`src/rtl/sseg_pkg.sv`:
```
// Shared definitions for the seven-segment display driver and its capture monitor.
// Holds the active-low segment table, anode one-hot constants, the capture FSM
// state type, the sampled-bus payload struct and small anode helper functions.
package sseg_pkg;

    localparam int unsigned NUM_DIGITS = 4;
    localparam int unsigned AN_W       = 4;
    localparam int unsigned SSEG_W     = 8;
    localparam int unsigned HEX_W      = 4;
    localparam int unsigned STAB_W     = 8;

    // Active-low anode selects, one digit enabled at a time
    localparam logic [AN_W-1:0] AN_D0 = 4'b1110;
    localparam logic [AN_W-1:0] AN_D1 = 4'b1101;
    localparam logic [AN_W-1:0] AN_D2 = 4'b1011;
    localparam logic [AN_W-1:0] AN_D3 = 4'b0111;

    // Active-low {g..a} patterns for hex digits 0..F
    localparam logic [6:0] SEG_TABLE [16] = '{
        7'b1000000, 7'b1111001, 7'b0100100, 7'b0110000,
        7'b0011001, 7'b0010010, 7'b0000010, 7'b1111000,
        7'b0000000, 7'b0010000, 7'b0001000, 7'b0000011,
        7'b1000110, 7'b0100001, 7'b0000110, 7'b0001110
    };

    typedef enum logic [1:0] {
        IDLE   = 2'd0,
        SETTLE = 2'd1,
        HELD   = 2'd2
    } state_e;

    // One sample of the multiplexed display bus
    typedef struct packed {
        logic [AN_W-1:0]   an;
        logic [SSEG_W-1:0] sseg;
    } sample_t;

    // Bus level with every anode and segment off
    localparam sample_t BLANK_SAMPLE = '{an: 4'hF, sseg: 8'hFF};

    // Exactly one anode driven low
    function automatic logic an_valid(input logic [AN_W-1:0] an);
        return $onehot(~an);
    endfunction

    // Digit index for a valid anode pattern
    function automatic logic [1:0] an_index(input logic [AN_W-1:0] an);
        case (an)
            AN_D0:   return 2'd0;
            AN_D1:   return 2'd1;
            AN_D2:   return 2'd2;
            default: return 2'd3;
        endcase
    endfunction

endpackage

```
`src/rtl/sseg_mux_capture_if.sv`:
```
// Multiplexed seven-segment bus plus the reconstructed digit outputs.
// master: the display driver / bench side; slave: the capture block.
interface sseg_mux_capture_if;
    import sseg_pkg::*;

    logic [AN_W-1:0]       an;
    logic [SSEG_W-1:0]     sseg;
    logic [HEX_W-1:0]      hex0;
    logic [HEX_W-1:0]      hex1;
    logic [HEX_W-1:0]      hex2;
    logic [HEX_W-1:0]      hex3;
    logic [NUM_DIGITS-1:0] dp_out;
    logic [NUM_DIGITS-1:0] digit_valid;
    logic [NUM_DIGITS-1:0] seg_err;
    logic                  frame_tick;

    modport master (
        output an, sseg,
        input  hex0, hex1, hex2, hex3, dp_out, digit_valid, seg_err, frame_tick
    );

    modport slave (
        input  an, sseg,
        output hex0, hex1, hex2, hex3, dp_out, digit_valid, seg_err, frame_tick
    );

endinterface

```
`src/rtl/sseg_decode.sv`:
```
// Inverse segment decode: 7-bit active-low {g..a} pattern -> hit flag and hex value.
// Ports: pattern (in), hit_c (pattern found in table), hex_c (digit value, 0 on miss).
module sseg_decode
    import sseg_pkg::*;
(
    input  logic [6:0]       pattern,
    output logic             hit_c,
    output logic [HEX_W-1:0] hex_c
);

    // Table entries are distinct, so at most one can match
    always_comb begin
        hit_c = 1'b0;
        hex_c = '0;
        for (int i = 0; i < 16; i++) begin
            if (pattern == SEG_TABLE[i]) begin
                hit_c = 1'b1;
                hex_c = HEX_W'(i);
            end
        end
    end

endmodule

```
`src/rtl/sseg_mux_capture.sv`:
```
// Reconstructs four hex digits and decimal points from a time-multiplexed,
// active-low seven-segment bus. A digit is captured once its {an, sseg} value
// has been stable for STABLE_CYCLES samples; frame_tick pulses when all four
// digits have been captured; digit_valid clears after TIMEOUT_CYCLES without capture.
// Ports: clk, rst (sync, active-high), bus (slave modport: an/sseg in, digit state out).
module sseg_mux_capture
    import sseg_pkg::*;
#(
    parameter int unsigned SYNC_EN        = 1,
    parameter int unsigned STABLE_CYCLES  = 16,
    parameter int unsigned TIMEOUT_CYCLES = 1048576
) (
    input  logic               clk,
    input  logic               rst,
    sseg_mux_capture_if.slave  bus
);

    localparam int unsigned       IDLE_W    = $clog2(TIMEOUT_CYCLES + 1);
    localparam logic [STAB_W-1:0] STABLE_N  = STAB_W'(STABLE_CYCLES);
    localparam logic [IDLE_W-1:0] TIMEOUT_N = IDLE_W'(TIMEOUT_CYCLES);

    sample_t raw;
    sample_t samp;

    assign raw.an   = bus.an;
    assign raw.sseg = bus.sseg;

    // Optional two-flop synchronizer on the whole bus
    if (SYNC_EN != 0) begin : g_sync
        sample_t meta_q;
        sample_t sync_q;
        always_ff @(posedge clk) begin
            if (rst) begin
                meta_q <= BLANK_SAMPLE;
                sync_q <= BLANK_SAMPLE;
            end else begin
                meta_q <= raw;
                sync_q <= meta_q;
            end
        end
        assign samp = sync_q;
    end else begin : g_nosync
        assign samp = raw;
    end

    state_e                   state_q, state_d;
    sample_t                  snap_q, snap_d;
    logic [STAB_W-1:0]        stab_cnt_q, stab_cnt_d;
    logic [IDLE_W-1:0]        idle_cnt_q, idle_cnt_d;
    logic [3:0][HEX_W-1:0]    hex_q, hex_d;
    logic [NUM_DIGITS-1:0]    dp_q, dp_d;
    logic [NUM_DIGITS-1:0]    valid_q, valid_d;
    logic [NUM_DIGITS-1:0]    err_q, err_d;
    logic [NUM_DIGITS-1:0]    seen_q, seen_d;
    logic                     frame_tick_q, frame_tick_d;

    logic                     cur_valid;
    logic                     same;
    logic                     capture_c;
    logic [1:0]               idx;
    logic                     dec_hit;
    logic [HEX_W-1:0]         dec_hex;

    assign cur_valid = an_valid(samp.an);
    assign same      = (samp == snap_q);
    assign idx       = an_index(samp.an);

    sseg_decode u_decode (
        .pattern (samp.sseg[6:0]),
        .hit_c   (dec_hit),
        .hex_c   (dec_hex)
    );

    // Stability FSM: any fresh snapshot counts as sample 1
    always_comb begin
        state_d    = state_q;
        snap_d     = snap_q;
        stab_cnt_d = stab_cnt_q;
        capture_c  = 1'b0;
        case (state_q)
            IDLE: begin
                if (cur_valid) begin
                    state_d    = SETTLE;
                    snap_d     = samp;
                    stab_cnt_d = STAB_W'(1);
                end
            end
            SETTLE: begin
                if (!cur_valid) begin
                    state_d = IDLE;
                end else if (same) begin
                    stab_cnt_d = stab_cnt_q + STAB_W'(1);
                end else begin
                    snap_d     = samp;
                    stab_cnt_d = STAB_W'(1);
                end
            end
            HELD: begin
                if (!cur_valid) begin
                    state_d = IDLE;
                end else if (!same) begin
                    state_d    = SETTLE;
                    snap_d     = samp;
                    stab_cnt_d = STAB_W'(1);
                end
            end
            default: state_d = IDLE;
        endcase
        // Threshold reached on this edge: capture now and stop counting
        if (state_d == SETTLE && stab_cnt_d == STABLE_N) begin
            capture_c = 1'b1;
            state_d   = HELD;
        end
    end

    // Digit capture, idle timeout and frame completion
    always_comb begin
        hex_d        = hex_q;
        dp_d         = dp_q;
        valid_d      = valid_q;
        err_d        = err_q;
        seen_d       = seen_q;
        idle_cnt_d   = idle_cnt_q;
        frame_tick_d = 1'b0;
        if (capture_c) begin
            idle_cnt_d = '0;
            if (dec_hit) begin
                hex_d[idx]   = dec_hex;
                dp_d[idx]    = samp.sseg[7];
                valid_d[idx] = 1'b1;
                err_d[idx]   = 1'b0;
                seen_d[idx]  = 1'b1;
            end else begin
                err_d[idx] = 1'b1;
            end
        end else if (idle_cnt_q != TIMEOUT_N) begin
            idle_cnt_d = idle_cnt_q + IDLE_W'(1);
        end
        // Capture on the same edge keeps the counter clear, so it wins over timeout
        if (!capture_c && idle_cnt_d == TIMEOUT_N) begin
            valid_d = '0;
            seen_d  = '0;
        end
        if (seen_d == 4'hF) begin
            frame_tick_d = 1'b1;
            seen_d       = '0;
        end
    end

    always_ff @(posedge clk) begin
        if (rst) begin
            state_q      <= IDLE;
            snap_q       <= BLANK_SAMPLE;
            stab_cnt_q   <= '0;
            idle_cnt_q   <= '0;
            hex_q        <= '0;
            dp_q         <= '0;
            valid_q      <= '0;
            err_q        <= '0;
            seen_q       <= '0;
            frame_tick_q <= 1'b0;
        end else begin
            state_q      <= state_d;
            snap_q       <= snap_d;
            stab_cnt_q   <= stab_cnt_d;
            idle_cnt_q   <= idle_cnt_d;
            hex_q        <= hex_d;
            dp_q         <= dp_d;
            valid_q      <= valid_d;
            err_q        <= err_d;
            seen_q       <= seen_d;
            frame_tick_q <= frame_tick_d;
        end
    end

    assign bus.hex0        = hex_q[0];
    assign bus.hex1        = hex_q[1];
    assign bus.hex2        = hex_q[2];
    assign bus.hex3        = hex_q[3];
    assign bus.dp_out      = dp_q;
    assign bus.digit_valid = valid_q;
    assign bus.seg_err     = err_q;
    assign bus.frame_tick  = frame_tick_q;

endmodule

```
`src/flat_wrapper.sv`:
```
// flat-port wrapper written by rule: the top's interface ports become plain ports
module sseg_mux_capture_flat import sseg_pkg::*;
#(
    parameter int unsigned SYNC_EN        = 1,
    parameter int unsigned STABLE_CYCLES  = 16,
    parameter int unsigned TIMEOUT_CYCLES = 1048576
)
  (clk, rst, bus_an, bus_sseg, bus_hex0, bus_hex1, bus_hex2, bus_hex3, bus_dp_out, bus_digit_valid, bus_seg_err, bus_frame_tick);
  sseg_mux_capture_if bus_i ();
  input  logic clk;
  input  logic rst;
  input wire logic [$bits(bus_i.an)-1:0] bus_an;
  input wire logic [$bits(bus_i.sseg)-1:0] bus_sseg;
  output wire logic [$bits(bus_i.hex0)-1:0] bus_hex0;
  output wire logic [$bits(bus_i.hex1)-1:0] bus_hex1;
  output wire logic [$bits(bus_i.hex2)-1:0] bus_hex2;
  output wire logic [$bits(bus_i.hex3)-1:0] bus_hex3;
  output wire logic [$bits(bus_i.dp_out)-1:0] bus_dp_out;
  output wire logic [$bits(bus_i.digit_valid)-1:0] bus_digit_valid;
  output wire logic [$bits(bus_i.seg_err)-1:0] bus_seg_err;
  output wire logic [$bits(bus_i.frame_tick)-1:0] bus_frame_tick;
  assign bus_i.an = bus_an;
  assign bus_i.sseg = bus_sseg;
  assign bus_hex0 = bus_i.hex0;
  assign bus_hex1 = bus_i.hex1;
  assign bus_hex2 = bus_i.hex2;
  assign bus_hex3 = bus_i.hex3;
  assign bus_dp_out = bus_i.dp_out;
  assign bus_digit_valid = bus_i.digit_valid;
  assign bus_seg_err = bus_i.seg_err;
  assign bus_frame_tick = bus_i.frame_tick;
  sseg_mux_capture #(.SYNC_EN(SYNC_EN), .STABLE_CYCLES(STABLE_CYCLES), .TIMEOUT_CYCLES(TIMEOUT_CYCLES)) u_core (.clk(clk), .rst(rst), .bus(bus_i));
endmodule
```
`config.mk`:
```
export PLATFORM = sky130hd
export DESIGN_NAME = sseg_mux_capture_flat
export DESIGN_NICKNAME = d
export VERILOG_FILES = /design/src/rtl/sseg_pkg.sv /design/src/rtl/sseg_mux_capture_if.sv /design/src/rtl/sseg_decode.sv /design/src/rtl/sseg_mux_capture.sv /design/src/flat_wrapper.sv
export SDC_FILE = /design/constraint.sdc
export NUM_CORES = 1
export LEC_CHECK = 0
export CELL_PAD_IN_SITES_DETAIL_PLACEMENT = 0
export CELL_PAD_IN_SITES_GLOBAL_PLACEMENT = 1
export CORE_UTILIZATION = 40
export DETAILED_ROUTE_END_ITERATION = 6
export GPL_TIMING_DRIVEN = 0
export PLACE_DENSITY = 0.77
export RECOVER_POWER = 100
export SYNTH_ARGS = -nofsm -noshare
export SYNTH_HDL_FRONTEND = slang
export SYNTH_SLANG_ARGS = --single-unit
```
`constraint.sdc`:
```
create_clock -name clk -period 3.7 [get_ports clk]
set_input_delay 0.555 -clock clk [delete_from_list [all_inputs] [get_ports clk]]
set_output_delay 0.555 -clock clk [all_outputs]
set_load 0.03 [all_outputs]
```
==> results.toml, run 1 <==
[clock_tree]
cts.reportedPaths.clkPinSlew_ps = 70
cts.sinks = 100
cts_max_level = 3
clk_latency_ps = 350
clockBufferDepth = 2
cts_tree = "yes"
holdBufCountCts = 0
cts-root-buf = "clkbuf_16"
numCtsBuffers = 9

[yosys]
synth_compound_area_share_pct = 13.33
synthTopCellsByArea = "dfxtp_1 40%, mux2i_1 6.1%, nor2_1 4.7%"
yosysTopAreaCell = "dfxtp_1"
netlist_instances = 562
syn-num-nets = 592
yosys_most_used_dff = "dfxtp_1"
muxShareOfSynthArea_pct = 6.358
synth_top_family_by_area = "simple AND/OR/NAND/NOR gates"
ys_seq_area_share_pct = 39.58
yosys.area_share.simple_pct = 25.53
syn_area_sq_um = 5057
synth_seq_cells = 100
synth_edf_count = 0
ys_types = 67
netlist.area_leader.share_pct = 39.58
avgSynthCellArea_sq_um = 8.999
yosys_warnings = 0
async_reset_ff_share_pct = 0
post_synth_fa_ha_maj_area_fraction_pct = 4.107
synth_xor_xnor_area_share_pct = 6.581

[floorplan]
die_h_um = 114.4
rows = 40
ioPinCount = 43
dieArea_sq_um = 13100
coreArea_sq_um = 12160
die_w_um = 114.4
initial_core_util_pct = 41.58

[setup_path]
r2r_cells = 16
start_kind = "flip-flop"
critPathArrivalTime_ps = 3860
cpPeakStageDelay_ps = 460
crit_slowest_cell = "fa_2"
crit_type = "flip-flop to flip-flop"
worstSetupEndpointType = "flip-flop"
critPathRequiredTime_ps = 3930
crit_chain = "inv_4, ha_4, ha_4, fa_2, nand4bb_1, buf_6, o211a_1, a211oi_2, and3_4, nand4_4, buf_12, buf_12, nor4_4, buf_4, mux2i_1, nor2_1"
crit_fanout = 7

[worst_hold_path]
hold_depth = 1
hp-class = "flip-flop to flip-flop"

[final_layout]
ff_latch_area_sq_um = 2014
drive_gt1_share_pct = 18.56
multiInputGateArea_sq_um = 2955
area_delta_synth_final_pct = 24.67
antenna_cells = 0
layoutNonFillerInstCount = 809
fillers = 1124
nets = 666
fin_util_pct = 51.84

[global_route]
grtUsageMet2_pct = 31.76
grt-ovfl-total = 0
busiest_layer = "met2"
antenna_found_initial = 0
grt_pass1_wl_mm = 19.50
grt_max_degree = 17
grt_use_total_pct = 18.75
use_met3_pct = 4.976
grt_pass1_vias = 4101
use_met1_pct = 22.92

[timing]
max-slew-margin-rel_pct = 27.50
fin_crit_ps = 3637
drv_slew = 0
fmax_mhz = 275.0
finalSetupViolCount = 0
period_share_pct = 98.29
fin_skew_ps = 10.67
rsz0062_at_grt = "true"
hold_viol_final = 0
setup_ws_ps = 63.14
setup_tns_ps = 0
worst_slew_pin_slew_ps = 1083

[power_and_ir_drop]
irDropWorstVdd_mv = 0.2164
p_comb_share_pct = 13.0
p_int_mw = 1.718
seqPwrFrac_pct = 48.5
pwr_density_cell_nw_per_um2 = 371.9
finalPower_mw = 2.345
pwr-share-clk_pct = 38.5
p_leak_nw = 2.428
power_switching_mw = 0.6267
sw_frac_of_total_pct = 26.72

[placed_design]
place_hpwl_mm = 8.060
dpl_worst_slack_ps = -407.0
place_congestion = 0.8162
dp_cells = 771
port_buffers = 41

[run]
cap_violations = 0

[detailed_routing]
firstDrtPassIters = 5
drt-initial-drc-count = 204
wl_per_cell_um = 14.37
viasPerCell = 5.281
vias = 4272
drtAntennaViolNets = 0
post-route-drc-count = 0
routed_wl_mm = 11.63

[run_status]
status = "finished, final reports clean"
-- flip-flops by register name, summed over array words and instances (netlist names), 8 cells and up, named ones only --
register              flops
u_core.idle_cnt_q        21
u_core.g_sync.meta_q     12
u_core.g_sync.sync_q     12
u_core.snap_q            12
u_core.stab_cnt_q         8
-- power groups by stage --
stage               Sequential [mW]  Clock, mW  Combinational, mW
floorplan                      1.15          0              0.206
global placement               1.16          0              0.268
detailed placement             1.16          0              0.272
CTS                            1.14      0.929              0.291
global route                   1.14      0.967              0.337
finish                         1.14      0.904              0.305
-- through the flow --
| stage | instance area (sq um) | hold WS, ps |
|---|---|---|
| final | 6305 | 409.5 |
| after global routing | 6305 | 419.4 |
| after CTS | 6173 | 410.4 |
| after detailed placement | 5678 | 394.5 |
| after global placement | 5678 | 393.4 |
| after floorplan | 5057 | 389.5 |
-- kinds of logic (layout without fill, tap and decap cells) --
| logic type | Yosys count | count (layout) |
|---|---|---|
| buffers and inverters | 52 | 131 |
| xor gates and xnor gates | 38 | 38 |
| adders and majority gates | 16 | 16 |
| AOI/OAI and AO/OA | 90 | 90 |
| muxes | 32 | 32 |
| DFF | 100 | 100 |
| and+or+nand+nor | 234 | 234 |
-- Yosys cell counts, types with 2 or more instances --
master,n
dfxtp_1,100
nor2_1,63
nand2_1,53
mux2i_1,31
xnor2_1,25
or2_2,24
inv_1,19
clkbuf_1,17
nor3_1,17
ha_1,15
a21oi_1,14
buf_2,14
xor2_1,13
o21ai_0,12
nand3_1,11
nand4_1,11
a31oi_1,8
nor4_1,8
o211ai_1,7
o21a_1,6
a211oi_1,5
nor2b_1,5
nor3b_1,5
a21o_1,4
and2_1,4
and3_1,4
nor4_4,4
o211a_1,4
o22ai_1,4
o31ai_1,4
a211o_1,3
nor4b_1,3
o41a_1,3
a32oi_1,2
and4_1,2
buf_6,2
nand2b_1,2
nand4b_1,2
nor4_2,2
o32ai_1,2
or3_1,2
-- path summary, 6_finish.rpt --
path | start | endpoint | slack, ps
worst max register to register | u_core.g_sync.sync_q[9] | u_core.bus.hex2[2] | 60
worst min register to register | u_core.g_sync.meta_q[10] | u_core.g_sync.sync_q[10] | 410
worst min-delay path | u_core.g_sync.meta_q[10] | u_core.g_sync.sync_q[10] | 410
worst max-delay path | u_core.g_sync.sync_q[9] | u_core.bus.hex2[2] | 60
-- critical path: cells and delay by family, from the launching register on --
kind	cells	cell delay [ps]
compound gates	2	470
simple gates	5	900
mux	1	180
flops	1	370
buf+inv	5	730
fa+ha+maj	3	840
-- routing by layer --
metal	up-vias	wire length, um
met3	15	594
li1	2120	-
met1	2034	5259
met5	-	0
met4	0	176
met2	103	5599
-- layout make-up --
class                   count  area share (%)
well taps                 168           3.334
clock inverters             4          0.4961
flip-flops and latches    100           31.95
plain buffers              32           2.699
clock buffers              12           3.909
repair buffers             64           9.565
inverters                  19           1.171
multi-input cells         410           46.87
-- cell usage in the layout, fill, tap and decap left out, types with 13 or more instances in the layout --
master,instances
nor2_1,63
dlygate4sd3_1,29
or2_2,24
dfxtp_1,96
inv_1,15
nand2_1,52
a21oi_1,14
buf_4,21
clkbuf_1,18
xnor2_1,25
xor2_1,13
mux2i_1,31
nor3_1,17
-- timing repair --
action / CTS / global route
setup endpoints to repair: 55 / 50
setup buffers: 16 / 7
pin swaps: 16 / 13
gates resized for setup: 26 / 16
(Power assumes the default switching activity.)
==> run 2, diff against run 1 <==
Settings changed: ABC_AREA from default to 0, HOLD_SLACK_MARGIN from default to 0.15.
==> results of run 2 <==
Final layout, timing and power as in run 1 (identical DEF).
==> run 3, diff against run 2 <==
Settings changed: HOLD_SLACK_MARGIN 0.15 to default.
==> results of run 3 <==
Final layout, timing and power as in run 1 (identical DEF).
